<file path="src/rtl/fluxo_dados_param.sv">
// Datapath for the sequence memory game: counters, move register, LED and timing windows.
// Latency: registered state updates in 1 cycle, comparators combinational; no backpressure.
module fluxo_dados_param #(
  parameter int W     = 4,
  parameter int DEPTH = 16,
  parameter int T_ON  = 50,
  parameter int T_OFF = 50,
  parameter int T_TO  = 5000
) (
  input  logic                     clock,
  input  logic                     reset,
  input  logic                     zeraE,
  input  logic                     contaE,
  input  logic                     zeraS,
  input  logic                     contaS,
  input  logic                     zeraR,
  input  logic                     registraR,
  input  logic                     escreveM,
  input  logic                     estado_espera,
  input  logic                     estado_ledsOn,
  input  logic                     estado_ledsOff,
  input  logic [W-1:0]             chaves,
  output logic                     jogadaIgualMemoria,
  output logic                     enderecoIgualSequencia,
  output logic                     tem_jogada,
  output logic                     fimS,
  output logic                     fimLedsOn,
  output logic                     fimLedsOff,
  output logic                     timeout,
  output logic                     jogada_valida,
  output logic [W-1:0]             leds,
  output logic [$clog2(DEPTH)-1:0] db_endereco,
  output logic [$clog2(DEPTH)-1:0] db_sequencia,
  output logic [W-1:0]             db_memoria,
  output logic [W-1:0]             db_jogada
);

  localparam int AW   = $clog2(DEPTH);
  localparam int ONW  = $clog2(T_ON);
  localparam int OFFW = $clog2(T_OFF);
  localparam int TOW  = $clog2(T_TO);

  localparam logic [AW-1:0]   E_LAST  = AW'(DEPTH - 1);
  localparam logic [ONW-1:0]  ON_MAX  = ONW'(T_ON - 1);
  localparam logic [OFFW-1:0] OFF_MAX = OFFW'(T_OFF - 1);
  localparam logic [TOW-1:0]  TO_MAX  = TOW'(T_TO - 1);

  // Power-up image: word i holds a one-hot symbol cycling through the W positions.
  function automatic logic [DEPTH*W-1:0] mem_init();
    logic [DEPTH*W-1:0] v;
    v = '0;
    for (int i = 0; i < DEPTH; i++) begin
      v[i*W +: W] = W'(1) << (i % W);
    end
    return v;
  endfunction

  localparam logic [DEPTH*W-1:0] MEM_INIT = mem_init();

  logic [DEPTH*W-1:0] mem_q = MEM_INIT;

  logic [AW-1:0]   e_q, e_d;
  logic [AW-1:0]   s_q, s_d;
  logic [ONW-1:0]  on_q, on_d;
  logic [OFFW-1:0] off_q, off_d;
  logic [TOW-1:0]  to_q, to_d;
  logic [W-1:0]    move_q, move_d;
  logic [W-1:0]    leds_q, leds_d;
  logic            tout_q, tout_d;
  logic            hist_q, hist_d;
  logic            tem_q, tem_d;

  logic [W-1:0]    mem_rd;
  logic            keys_any;

  assign mem_rd   = mem_q[int'(e_q)*W +: W];
  assign keys_any = |chaves;

  always_comb begin
    e_d    = e_q;
    s_d    = s_q;
    on_d   = on_q;
    off_d  = off_q;
    to_d   = to_q;
    move_d = move_q;
    leds_d = leds_q;
    tout_d = tout_q;
    hist_d = keys_any;
    tem_d  = keys_any & ~hist_q;

    if (zeraE)       e_d = '0;
    else if (contaE) e_d = e_q + AW'(1);

    if (zeraS)       s_d = '0;
    else if (contaS) s_d = s_q + AW'(1);

    if (zeraR)          move_d = '0;
    else if (registraR) move_d = chaves;

    // Each window timer is held in clear while the opposite phase is active.
    if (estado_ledsOff)                      on_d = '0;
    else if (estado_ledsOn && on_q != ON_MAX) on_d = on_q + ONW'(1);

    if (estado_ledsOn)                          off_d = '0;
    else if (estado_ledsOff && off_q != OFF_MAX) off_d = off_q + OFFW'(1);

    if (zeraE || keys_any)                     to_d = '0;
    else if (estado_espera && to_q != TO_MAX)  to_d = to_q + TOW'(1);

    if (zeraR)                tout_d = 1'b0;
    else if (to_q == TO_MAX)  tout_d = 1'b1;

    if (zeraR || estado_ledsOff || estado_espera) leds_d = '0;
    else if (estado_ledsOn)                       leds_d = mem_rd;
  end

  always_ff @(posedge clock) begin
    if (reset) begin
      e_q    <= '0;
      s_q    <= '0;
      on_q   <= '0;
      off_q  <= '0;
      to_q   <= '0;
      move_q <= '0;
      leds_q <= '0;
      tout_q <= 1'b0;
      hist_q <= 1'b0;
      tem_q  <= 1'b0;
    end else begin
      e_q    <= e_d;
      s_q    <= s_d;
      on_q   <= on_d;
      off_q  <= off_d;
      to_q   <= to_d;
      move_q <= move_d;
      leds_q <= leds_d;
      tout_q <= tout_d;
      hist_q <= hist_d;
      tem_q  <= tem_d;
    end
  end

  // Memory keeps its contents across reset; writes are only blocked while reset is held.
  always_ff @(posedge clock) begin
    if (escreveM && !reset) begin
      mem_q[int'(e_q)*W +: W] <= move_q;
    end
  end

  assign jogadaIgualMemoria     = (mem_rd == move_q);
  assign enderecoIgualSequencia = (e_q == s_q);
  assign tem_jogada             = tem_q;
  assign fimS                   = (s_q == E_LAST);
  assign fimLedsOn              = (on_q == ON_MAX);
  assign fimLedsOff             = (off_q == OFF_MAX);
  assign timeout                = tout_q;
  assign jogada_valida          = $onehot(move_q);
  assign leds                   = leds_q;
  assign db_endereco            = e_q;
  assign db_sequencia           = s_q;
  assign db_memoria             = mem_rd;
  assign db_jogada              = move_q;

endmodule

</file>
<file path="config.mk">
export PLATFORM = sky130hd
export DESIGN_NAME = fluxo_dados_param
export DESIGN_NICKNAME = d
export VERILOG_FILES = /design/src/rtl/fluxo_dados_param.sv
export SDC_FILE = /design/constraint.sdc
export NUM_CORES = 1
export LEC_CHECK = 0
export CAP_MARGIN = 0
export CORE_UTILIZATION = 43
export DETAILED_ROUTE_END_ITERATION = 8
export GPL_ROUTABILITY_DRIVEN = 0
export SKIP_CTS_REPAIR_TIMING = 1
export SLEW_MARGIN = 10
export SYNTH_ARGS = -nofsm -noshare
export SYNTH_HDL_FRONTEND = slang
export SYNTH_SLANG_ARGS = --single-unit
export TNS_END_PERCENT = 20
</file>
<file path="constraint.sdc">
create_clock -name clock -period 2.8 [get_ports clock]
set_input_delay 0.42 -clock clock [delete_from_list [all_inputs] [get_ports clock]]
set_output_delay 0.42 -clock clock [all_outputs]
set_load 0.05 [all_outputs]
</file>
==> impl_metrics.py, run 1 <==
metrics = {
    "logic_synthesis": {
        "synth.yosys.warnings": 0,
        "synth.yosys.seq_area_share_pct": 53.58,
        "synth_edf_count": 64,
        "synth_cells": 468,
        "synth-main-ff-cell": "edfxtp_1",
        "cell_taking_the_most_area_after_synthesis": "edfxtp_1",
        "syn-num-nets": 498,
        "leading_post_synthesis_cells_by_cell_area": "edfxtp_1, dfxtp_1, nor2_1",
        "postSynthRegisterBits": 108,
        "synth_top_area_share_pct": 36.74,
        "avgSynthCellArea_sq_um": 11.18,
        "netlist_area_sq_um": 5231,
        "synth_async_sr_flop_share_pct": 0,
        "synthDistinctLibCells": 53,
    },
    "placement": {
        "numPortBuffers": 43,
        "numPlacedInstances": 653,
        "dpl.hpwl_um": 9373,
    },
    "floorplanning": {
        "design.die.area_sq_um": 12610,
        "fp.dieH_um": 112.3,
        "row_count": 39,
        "design.core.area_sq_um": 11610,
        "start_util_pct": 45.04,
        "dieWidth_um": 112.3,
        "pin_count": 44,
    },
    "critical_path": {
        "worstSetupStartpointType": "flop",
        "crit_top_cell": "buf_12",
        "worst-setup-path-type": "reg -> out",
        "crit_path_cell_trace": "buf_12 > buf_12 > mux4_2 > mux2i_4 > xor2_1 > nand3_1 > a211oi_4 > buf_12",
        "path_max_fanout": 6,
        "cp.arrival_ps": 2450,
        "buf_inv_on_cp": 3,
        "crit_path_top_delay_cell": "mux4_2",
        "cp_data_required_time_ps": 2380,
        "r2r_setup_slack_ps": 350,
        "critical-path-top-delay-family": "multiplexers",
        "critPathCaptureType": "output pin",
        "worst_path_largest_cell_delay_ps": 520,
    },
    "timing": {
        "final.setup.worst_slack_ps": -69.93,
        "layout_min_cycle_time_ps": 2870,
        "hold_violations": 0,
        "pins_over_their_slew_limit": 0,
        "rsz_0062_raised_after_global_routing": "true",
        "worst_pin_slew_ps": 579.7,
        "worst_slew_margin_rel_pct": 61.00,
        "timing.final.crit_share_pct": 102.5,
        "finClkSkew_ps": 4.749,
        "setup_viol": 1,
        "fin_tns_setup_ps": -69.93,
        "fmax_ghz": 0.3484,
        "worst_hold_slack_ps": 389.9,
    },
    "grt": {
        "overflow": 0,
        "first_pass_grt_wire_length_um": 19640,
        "grt_start_max_net_pins": 27,
        "grt_pass1_vias": 3615,
        "grt_total_usage_pct": 21.00,
        "antenna_found_initial": 0,
    },
    "route": {
        "remaining_drc_errors": 1,
        "detail_route.wirelength_um": 12480,
        "final_antenna_net_count": 0,
        "vias_per_cell": 5.366,
        "dr.first_iter.drc_count": 285,
        "route.detailed.wl_per_inst_um": 18.52,
        "drtPass1Iterations": 6,
        "dr_total_vias": 3617,
    },
    "layout": {
        "most-common-layout-cells": "nor2_1, edfxtp_1, dfxtp_1",
        "fillers": 1034,
        "mostFrequentLayoutCell": "nor2_1",
        "finish.cell_count_without_fillers": 674,
        "areaGrowthSynthToFinish_pct": 21.77,
        "insertedDiodeCount": 0,
        "final_layout_size_suffix_gt1_share_pct": 16.01,
        "nNetsFinal": 556,
    },
    "power": {
        "ir_drop_mv": 0.4414,
        "p_per_area_nw_per_um2": 504.6,
        "static-leakage-power_uw": 0.002207,
        "post-layout-total-power_uw": 3214,
    },
    "cts": {
        "cts_tree": "done",
        "cts_num_sinks": 108,
        "clk_transition_reported_paths_ps": 70,
        "cts_buffers": 9,
        "cts_root_buf": "clkbuf_16",
        "max-clock-path-buffers": 2,
        "clock_latency_ps": 350,
        "ctsHtreeMaxLevel": 3,
    },
    "job": {
        "drv.max_cap_violation_count": 0,
    },
    "hold_path": {
        "hp-class": "reg -> reg",
    },
    "status": {
        "run_status": "finished, violations left",
        "failing_checks": "DRC, setup timing",
    },
}
synthesized netlist by cell type, types with 2 or more instances:
cell	count
buf_4	2
nand2_1	26
or4b_2	2
or2_2	2
nor2_1	99
nor2b_1	2
nor4_1	2
mux2i_1	18
a2111oi_0	2
inv_1	14
mux4_1	9
and2b_1	2
buf_1	3
nor3b_1	2
and2_1	5
clkbuf_1	15
nand3_1	10
edfxtp_1	64
dfxtp_1	44
mux4_2	5
and4_1	2
o21ai_0	4
nand2b_1	4
xor2_1	22
or3_1	7
xnor2_1	13
a211oi_1	2
mux2i_4	2
ha_1	13
a21oi_1	4
a41oi_1	2
and3_1	3
mux2_2	2
buf_2	3
nor3_1	29
inv_2	2
nand4_1	10
state kept, by name (all words and copies together), names as in the netlist, 4 cells and up:
register      flops
on_q              6
to_q             13
db_jogada         4
db_endereco       4
off_q             6
mem_q            64
leds              4
db_sequencia      4
path summary, 6_finish.rpt:
check        cells past startpoint           start            endpoint
max reg2reg                      6  db_endereco[1]           mem_q[38]
min                              1          hist_q          tem_jogada
min reg2reg                      1          hist_q          tem_jogada
max                              8  db_endereco[1]  jogadaIgualMemoria
routing by layer:
layer,part of all wire [%],vias to the layer above,GRT usage (%)
met5,0,-,0
met4,1.1,0,5.600
met3,6.1,10,5.400
met2,47,109,32.92
met1,45,1739,29.05
li1,-,1759,-
kinds of logic (layout without fill, tap and decap cells):
family | Yosys count | in the layout | share of synthesized area, %
muxes | 36 | 36 | 11.41
xor gates and xnor gates | 35 | 35 | 5.860
adders and majority gates | 14 | 14 | 3.492
and+or+nand+nor | 210 | 210 | 18.78
AOI/OAI and AO/OA | 23 | 23 | 3.205
DFF | 108 | 108 | 53.58
buffers and inverters | 42 | 105 | 3.683
power breakdown:
part	total, uW	switching (uW)	internal (uW)
sequential	1680	12.1	1670
clock	1250	546	703
combinational	281	159	122
area by class of cell:
class | instances | area [sq um] | share of cell area (%)
timing repair buffer | 72 | 689.4 | 10.82
multi-input combinational | 318 | 2317 | 36.38
inverter | 17 | 66.31 | 1.041
clock buffer | 13 | 281.5 | 4.420
clock inverter | 3 | 17.52 | 0.2750
sequential | 108 | 2819 | 44.25
tap | 143 | 178.9 | 2.809
per-stage QoR:
step                      utilization [%]  instance area, sq um  setup slack [ps]
after floorplan                         -                  5306             25.33
after global placement              51.44                  5974             176.7
after detailed placement            51.44                  5974             171.7
after CTS                           54.02                  6274            -222.0
after global routing                54.85                  6370            -144.9
final                               54.85                  6370            -69.93
No activity file was read; power rests on OpenSTA's default activity.
==> run 2, diff against run 1 <==
Settings changed: GPL_TIMING_DRIVEN set to 0.
Clock period 2.8 ns to 3.7 ns, I/O delays scaled along.
==> run 2 against run 1 <==
Effect of this change: the flow finishes with violations (DRC); via count is 0.80% lower; hold slack worse by 2.2 ps; final cell count is 1.0% lower; sequential power is 24% lower; clock-buffer cell count is 3 lower; register-to-register slack better by 140 ps; setup slack better by 240 ps; combinational power is 34% lower; sequential cell count stayed put; clock power is 23% lower; critical endpoint is now db_memoria[3].
==> impl_metrics.py, run 2 (synthesized netlist as in run 1, its figures left out) <==
metrics = {
    "layout": {
        "areaGrowthSynthToFinish_pct": 16.91,
        "nNetsFinal": 549,
        "fillers": 1057,
        "largest_reg_flops": 64,
        "mostFrequentLayoutCell": "nor2_1",
        "insertedDiodeCount": 0,
        "reg_top3": "mem_q: 64 flops, to_q: 13 flops",
        "most-common-layout-cells": "nor2_1, edfxtp_1, dfxtp_1",
        "final_layout_size_suffix_gt1_share_pct": 8.015,
        "max_flop_register": "mem_q",
    },
    "grt": {
        "antenna_found_initial": 0,
        "overflow": 0,
        "met2_usage_pct": 33.75,
        "grt_total_usage_pct": 20.34,
        "grt.met1_usage_pct": 26.01,
        "globalRoute.busiestLayer": "met2",
        "grt_start_max_net_pins": 18,
        "gr-usage-met3_pct": 5.292,
        "first_pass_grt_wire_length_um": 19020,
        "grt_pass1_vias": 3492,
    },
    "critical_path": {
        "worst-setup-path-type": "reg -> out",
        "worst_path_largest_cell_delay_ps": 930,
        "crit_path_cell_trace": "buf_2 > inv_2 > a2111oi_0 > o41ai_2 > clkdlybuf4s50_1",
        "path_max_fanout": 9,
        "cp.arrival_ps": 2970,
        "cp_data_required_time_ps": 3140,
        "critical-path-top-delay-family": "buffers and inverters",
        "worstSetupStartpointType": "flop",
        "crit_path_top_delay_cell": "clkdlybuf4s50_1",
        "critPathCaptureType": "output pin",
        "buf_inv_on_cp": 3,
    },
    "placement": {
        "numPortBuffers": 40,
        "dpl.hpwl_um": 8854,
    },
    "job": {
        "drv.max_cap_violation_count": 0,
    },
    "timing": {
        "pins_over_their_slew_limit": 0,
        "layout_min_cycle_time_ps": 3529,
        "fmax_ghz": 0.2833,
        "finClkSkew_ps": 5.813,
        "rsz_0062_raised_after_global_routing": "false",
        "worst_pin_slew_ps": 696.1,
        "timing.final.crit_share_pct": 95.39,
        "hold_violations": 0,
        "worst_slew_margin_rel_pct": 53.08,
        "setup_viol": 0,
        "fin_tns_setup_ps": 0,
        "worst_hold_slack_ps": 387.6,
    },
    "route": {
        "dr_total_vias": 3588,
        "route.detailed.wl_per_inst_um": 17.76,
        "final_antenna_net_count": 0,
        "vias_per_cell": 5.379,
        "dr.first_iter.drc_count": 234,
        "remaining_drc_errors": 2,
        "drtPass1Iterations": 7,
        "detail_route.wirelength_um": 11850,
    },
    "cts": {
        "ctsHtreeMaxLevel": 3,
        "cts_root_buf": "clkbuf_16",
        "clock_latency_ps": 340,
        "cts_num_sinks": 108,
        "cts_buffers": 9,
        "max-clock-path-buffers": 2,
        "clk_transition_reported_paths_ps": 70,
        "cts_tree": "done",
    },
    "floorplanning": {
        "start_util_pct": 45.04,
        "design.die.area_sq_um": 12610,
        "design.core.area_sq_um": 11610,
        "pin_count": 44,
        "dieWidth_um": 112.3,
        "fp.dieH_um": 112.3,
        "row_count": 39,
    },
    "hold_path": {
        "hp-class": "reg -> reg",
    },
    "power": {
        "ir_drop_mv": 0.3460,
        "p_per_area_nw_per_um2": 397.0,
        "static-leakage-power_uw": 0.002122,
    },
    "status": {
        "run_status": "finished, violations left",
        "failing_checks": "DRC",
    },
}
==> run 2: cell count changes in the layout (fill, tap and decap cells not counted), sizes merged <==
cell,change
buf,-25
bufinv,+1
clkbuf,+13
clkdlybuf4s50,+2
clkinvlp,-1
inv,+3
==> run 2: area by class of cell <==
type | instances | area [sq um] | share of cell area [%]
Buffer | 25 | 128.9 | 2.107
Clock buffer | 10 | 239.0 | 3.908
Clock inverter | 6 | 63.81 | 1.043
Inverter | 17 | 63.81 | 1.043
Multi-Input combinational cell | 318 | 2241 | 36.64
Sequential cell | 108 | 2803 | 45.83
Tap cell | 143 | 178.9 | 2.926
Timing Repair Buffer | 40 | 397.9 | 6.506
==> run 2: report_power, final <==
part | total, uW | switching [uW] | internal, uW
registers | 1280 | 8.80 | 1270
logic | 186 | 115 | 71.2
clock network | 966 | 423 | 543
total | 2430 | 547 | 1880
==> run 2: worst reg2reg max path, stage by stage (launching register included) <==
cell and delay [ps]:
dfxtp_1 440, buf_6 200, buf_12 170, buf_4 190
inv_1 80, ha_1 260, clkbuf_1 340, nor3b_1 580
nand2_1 230, nor2_1 380
==> run 2: final timing paths <==
kind,from,end,slack [ps],cells past startpoint
setup / recovery,db_endereco[0],db_memoria[3],170,5
setup reg to reg,db_endereco[1],mem_q[24],490,9
hold reg to reg,hist_q,tem_jogada,390,1
hold / removal,hist_q,tem_jogada,390,1
==> run 2: routing by layer <==
metal	share of wire, %	up-vias	routed length (um)
li1	-	1762	-
met2	49	101	5853
met4	1.8	0	213
met1	43	1708	5123
met3	5.6	17	659
met5	0	-	0
==> run 2: per-stage QoR <==
stage                     std cells  utilization, %  worst slack, ps  instance area, sq um  total power, uW
after global routing            667           52.66            40.15                  6116             2508
after detailed placement        651           50.08            100.1                  5816             1491
after CTS                       667           52.68           -286.3                  6118             2447
after global placement          651           50.08            109.8                  5816             1488
final                           667           52.66            170.6                  6116             2428
after floorplan                 468               -           -53.65                  5236             1424
==> run 3, diff against run 2 <==
--- a/config.mk
+++ b/config.mk
@@ -6,9 +6,8 @@
 export NUM_CORES = 1
 export LEC_CHECK = 0
-export CAP_MARGIN = 0
+export CAP_MARGIN = 20
 export CORE_UTILIZATION = 43
 export DETAILED_ROUTE_END_ITERATION = 8
 export GPL_ROUTABILITY_DRIVEN = 0
-export GPL_TIMING_DRIVEN = 0
 export SKIP_CTS_REPAIR_TIMING = 1
 export SLEW_MARGIN = 10
==> constraint.sdc (replaced) <==
create_clock -name clock -period 3.7 [get_ports clock]
set_input_delay 0.925 -clock clock [delete_from_list [all_inputs] [get_ports clock]]
set_output_delay 0.925 -clock clock [all_outputs]
set_load 0.05 [all_outputs]
==> run 3 against run 2 <==
Effect of this change: the flow still finishes with violations (DRC); global-route usage fell by 0.40 points; cell area rose by 0.16%; hold slack improved by 11 ps; critical path type unchanged; clock-buffer cell count rose by 1; combinational power rose by 5%; final cell count fell by 1.8%.
==> impl_metrics.py, run 3 (synthesized netlist as in run 1, its figures left out) <==
metrics = {
    "power": {
        "netSwitchingFraction_pct": 22.36,
        "switching_power_uw": 538.7,
        "clock_power_share_pct": 38.9,
        "internal-power_uw": 1870,
        "ir_drop_mv": 0.3630,
        "power.combinational.fraction_pct": 8.1,
        "static-leakage-power_uw": 0.002117,
        "p_per_area_nw_per_um2": 393.3,
        "power.sequential.fraction_pct": 53.0,
    },
    "critical_path": {
        "regToRegStartpoint": "db_endereco[1]",
        "critPathCaptureType": "output pin",
        "startpoint": "db_endereco[1]",
        "crit_path_top_delay_cell": "mux4_1",
        "reg2reg_depth": 9,
        "cp_data_required_time_ps": 2770,
        "r2r_setup_slack_ps": 780,
        "critical_path.reg2reg.endpoint": "mem_q[26]",
        "cp.arrival_ps": 2620,
        "worstSetupStartpointType": "flop",
        "worst_path_largest_cell_delay_ps": 620,
        "critical-path-top-delay-family": "multiplexers",
        "crit_path_cell_trace": "buf_6 > mux4_1 > mux2i_1 > xnor2_1 > nand3_1 > a211oi_2 > buf_12",
        "worst-setup-path-type": "reg -> out",
        "path_max_fanout": 19,
        "buf_inv_on_cp": 2,
    },
    "layout": {
        "fillers": 1051,
        "largest_reg_flops": 64,
        "final_layout_size_suffix_gt1_share_pct": 9.570,
        "insertedDiodeCount": 0,
        "mostFrequentLayoutCell": "nor2_1",
        "finish.instance_area_sq_um": 6126,
        "most-common-layout-cells": "nor2_1, edfxtp_1, dfxtp_1",
        "max_flop_register": "mem_q",
        "reg_top3": "mem_q: 64 flops, to_q: 13 flops",
        "nNetsFinal": 537,
        "areaGrowthSynthToFinish_pct": 17.10,
    },
    "hold_path": {
        "min_delay_worst_endpoint": "tem_jogada",
        "hp-class": "reg -> reg",
        "timing.hold.worst.start": "hist_q",
        "hold_path_depth": 1,
    },
    "route": {
        "vias_per_cell": 5.417,
        "drtPass1Iterations": 6,
        "remaining_drc_errors": 2,
        "final_antenna_net_count": 0,
        "dr.first_iter.drc_count": 276,
        "route.detailed.wl_per_inst_um": 17.82,
        "dr_total_vias": 3548,
        "detail_route.wirelength_um": 11670,
    },
    "cts": {
        "cts_root_buf": "clkbuf_16",
        "clock_latency_ps": 350,
        "cts_num_sinks": 108,
        "cts_tree": "done",
        "max-clock-path-buffers": 2,
        "ctsHtreeMaxLevel": 3,
        "cts_buffers": 9,
        "clk_transition_reported_paths_ps": 70,
    },
    "grt": {
        "first_pass_grt_wire_length_um": 18680,
        "grt_start_max_net_pins": 21,
        "antenna_found_initial": 0,
        "grt_total_usage_pct": 19.94,
        "overflow": 0,
        "grt_pass1_vias": 3491,
    },
    "status": {
        "failing_checks": "DRC",
        "run_status": "finished, violations left",
    },
    "placement": {
        "place_area_sq_um": 5837,
        "dpl.hpwl_um": 8670,
        "pre_cts_slack_ps": 448.7,
        "numPortBuffers": 43,
    },
    "timing": {
        "hold_violations": 0,
        "timing.final.crit_share_pct": 95.94,
        "worst_hold_slack_ps": 398.4,
        "worst_pin_slew_ps": 821.6,
        "setup_viol": 0,
        "fmax_ghz": 0.2817,
        "rsz_0062_raised_after_global_routing": "false",
        "final.setup.worst_slack_ps": 150.3,
        "layout_min_cycle_time_ps": 3550,
        "fin_tns_setup_ps": 0,
        "worst_slew_margin_rel_pct": 45.23,
        "pins_over_their_slew_limit": 0,
        "finClkSkew_ps": 6.409,
    },
    "job": {
        "drv.max_cap_violation_count": 0,
    },
    "floorplanning": {
        "dieWidth_um": 112.3,
        "pin_count": 44,
        "design.core.area_sq_um": 11610,
        "fp.dieH_um": 112.3,
        "start_util_pct": 45.04,
        "design.die.area_sq_um": 12610,
        "row_count": 39,
    },
}
run 3: changes by cell type in the layout (fill, tap and decap cells not counted), moves of 2 or more:
cell	change
clkinv_1	+2
inv_1	-2
buf_4	+9
clkdlybuf4s50_1	-2
clkinv_4	-2
buf_1	-3
buf_2	-3
clkbuf_1	-13
buf_12	+4
run 3: cell type report:
cell class / count / area [sq um] / area share, %
Clock buffer: 11 / 232.7 / 3.799
Clock inverter: 5 / 51.30 / 0.8374
Multi-Input combinational cell: 318 / 2242 / 36.60
Timing Repair Buffer: 53 / 554.3 / 9.048
Tap cell: 143 / 178.9 / 2.921
Inverter: 17 / 63.81 / 1.042
Sequential cell: 108 / 2803 / 45.75
run 3: worst max path at each step:
stage / cells past startpoint / to / slack, ps
detailed placement: 7 / jogadaIgualMemoria / 450
global placement: 7 / jogadaIgualMemoria / 460
finish: 7 / jogadaIgualMemoria / 150
global route: 7 / jogada_valida / 40
CTS: 7 / jogadaIgualMemoria / 60
floorplan: 6 / jogadaIgualMemoria / -420
run 3: metal layers:
metal / vias to the layer above / part of all wire (%) / track usage (%)
met5: - / 0 / 0
met4: 0 / 0.92 / 5.600
met3: 7 / 6.0 / 5.130
met2: 100 / 49 / 32.88
met1: 1716 / 44 / 26.12
li1: 1725 / - / -
run 3: power groups by stage:
| stage | Combinational (uW) | Clock (uW) | Sequential [uW] |
|---|---|---|---|
| floorplan | 110 | 0 | 1310 |
| global placement | 195 | 0 | 1300 |
| detailed placement | 197 | 0 | 1300 |
| CTS | 197 | 960 | 1280 |
| global route | 210 | 1000 | 1280 |
| finish | 196 | 937 | 1280 |
run 3: per-stage QoR:
| stage | util, % | power, uW | instances |
|---|---|---|---|
| finish | 52.75 | 2409 | 655 |
| detailed placement | 50.26 | 1500 | 639 |
| global route | 52.75 | 2490 | 655 |
| CTS | 52.70 | 2434 | 655 |
| global placement | 50.26 | 1498 | 639 |
| floorplan | - | 1424 | 468 |
run 3: worst reg2reg max path, cell delays in order, from the launching register on:
cell and delay (ps):
dfxtp_1 360, buf_6 230, buf_4 230, inv_1 90
ha_1 270, o21bai_1 190, a21o_1 170, a21boi_0 440
nand2_1 240, nor2_1 360
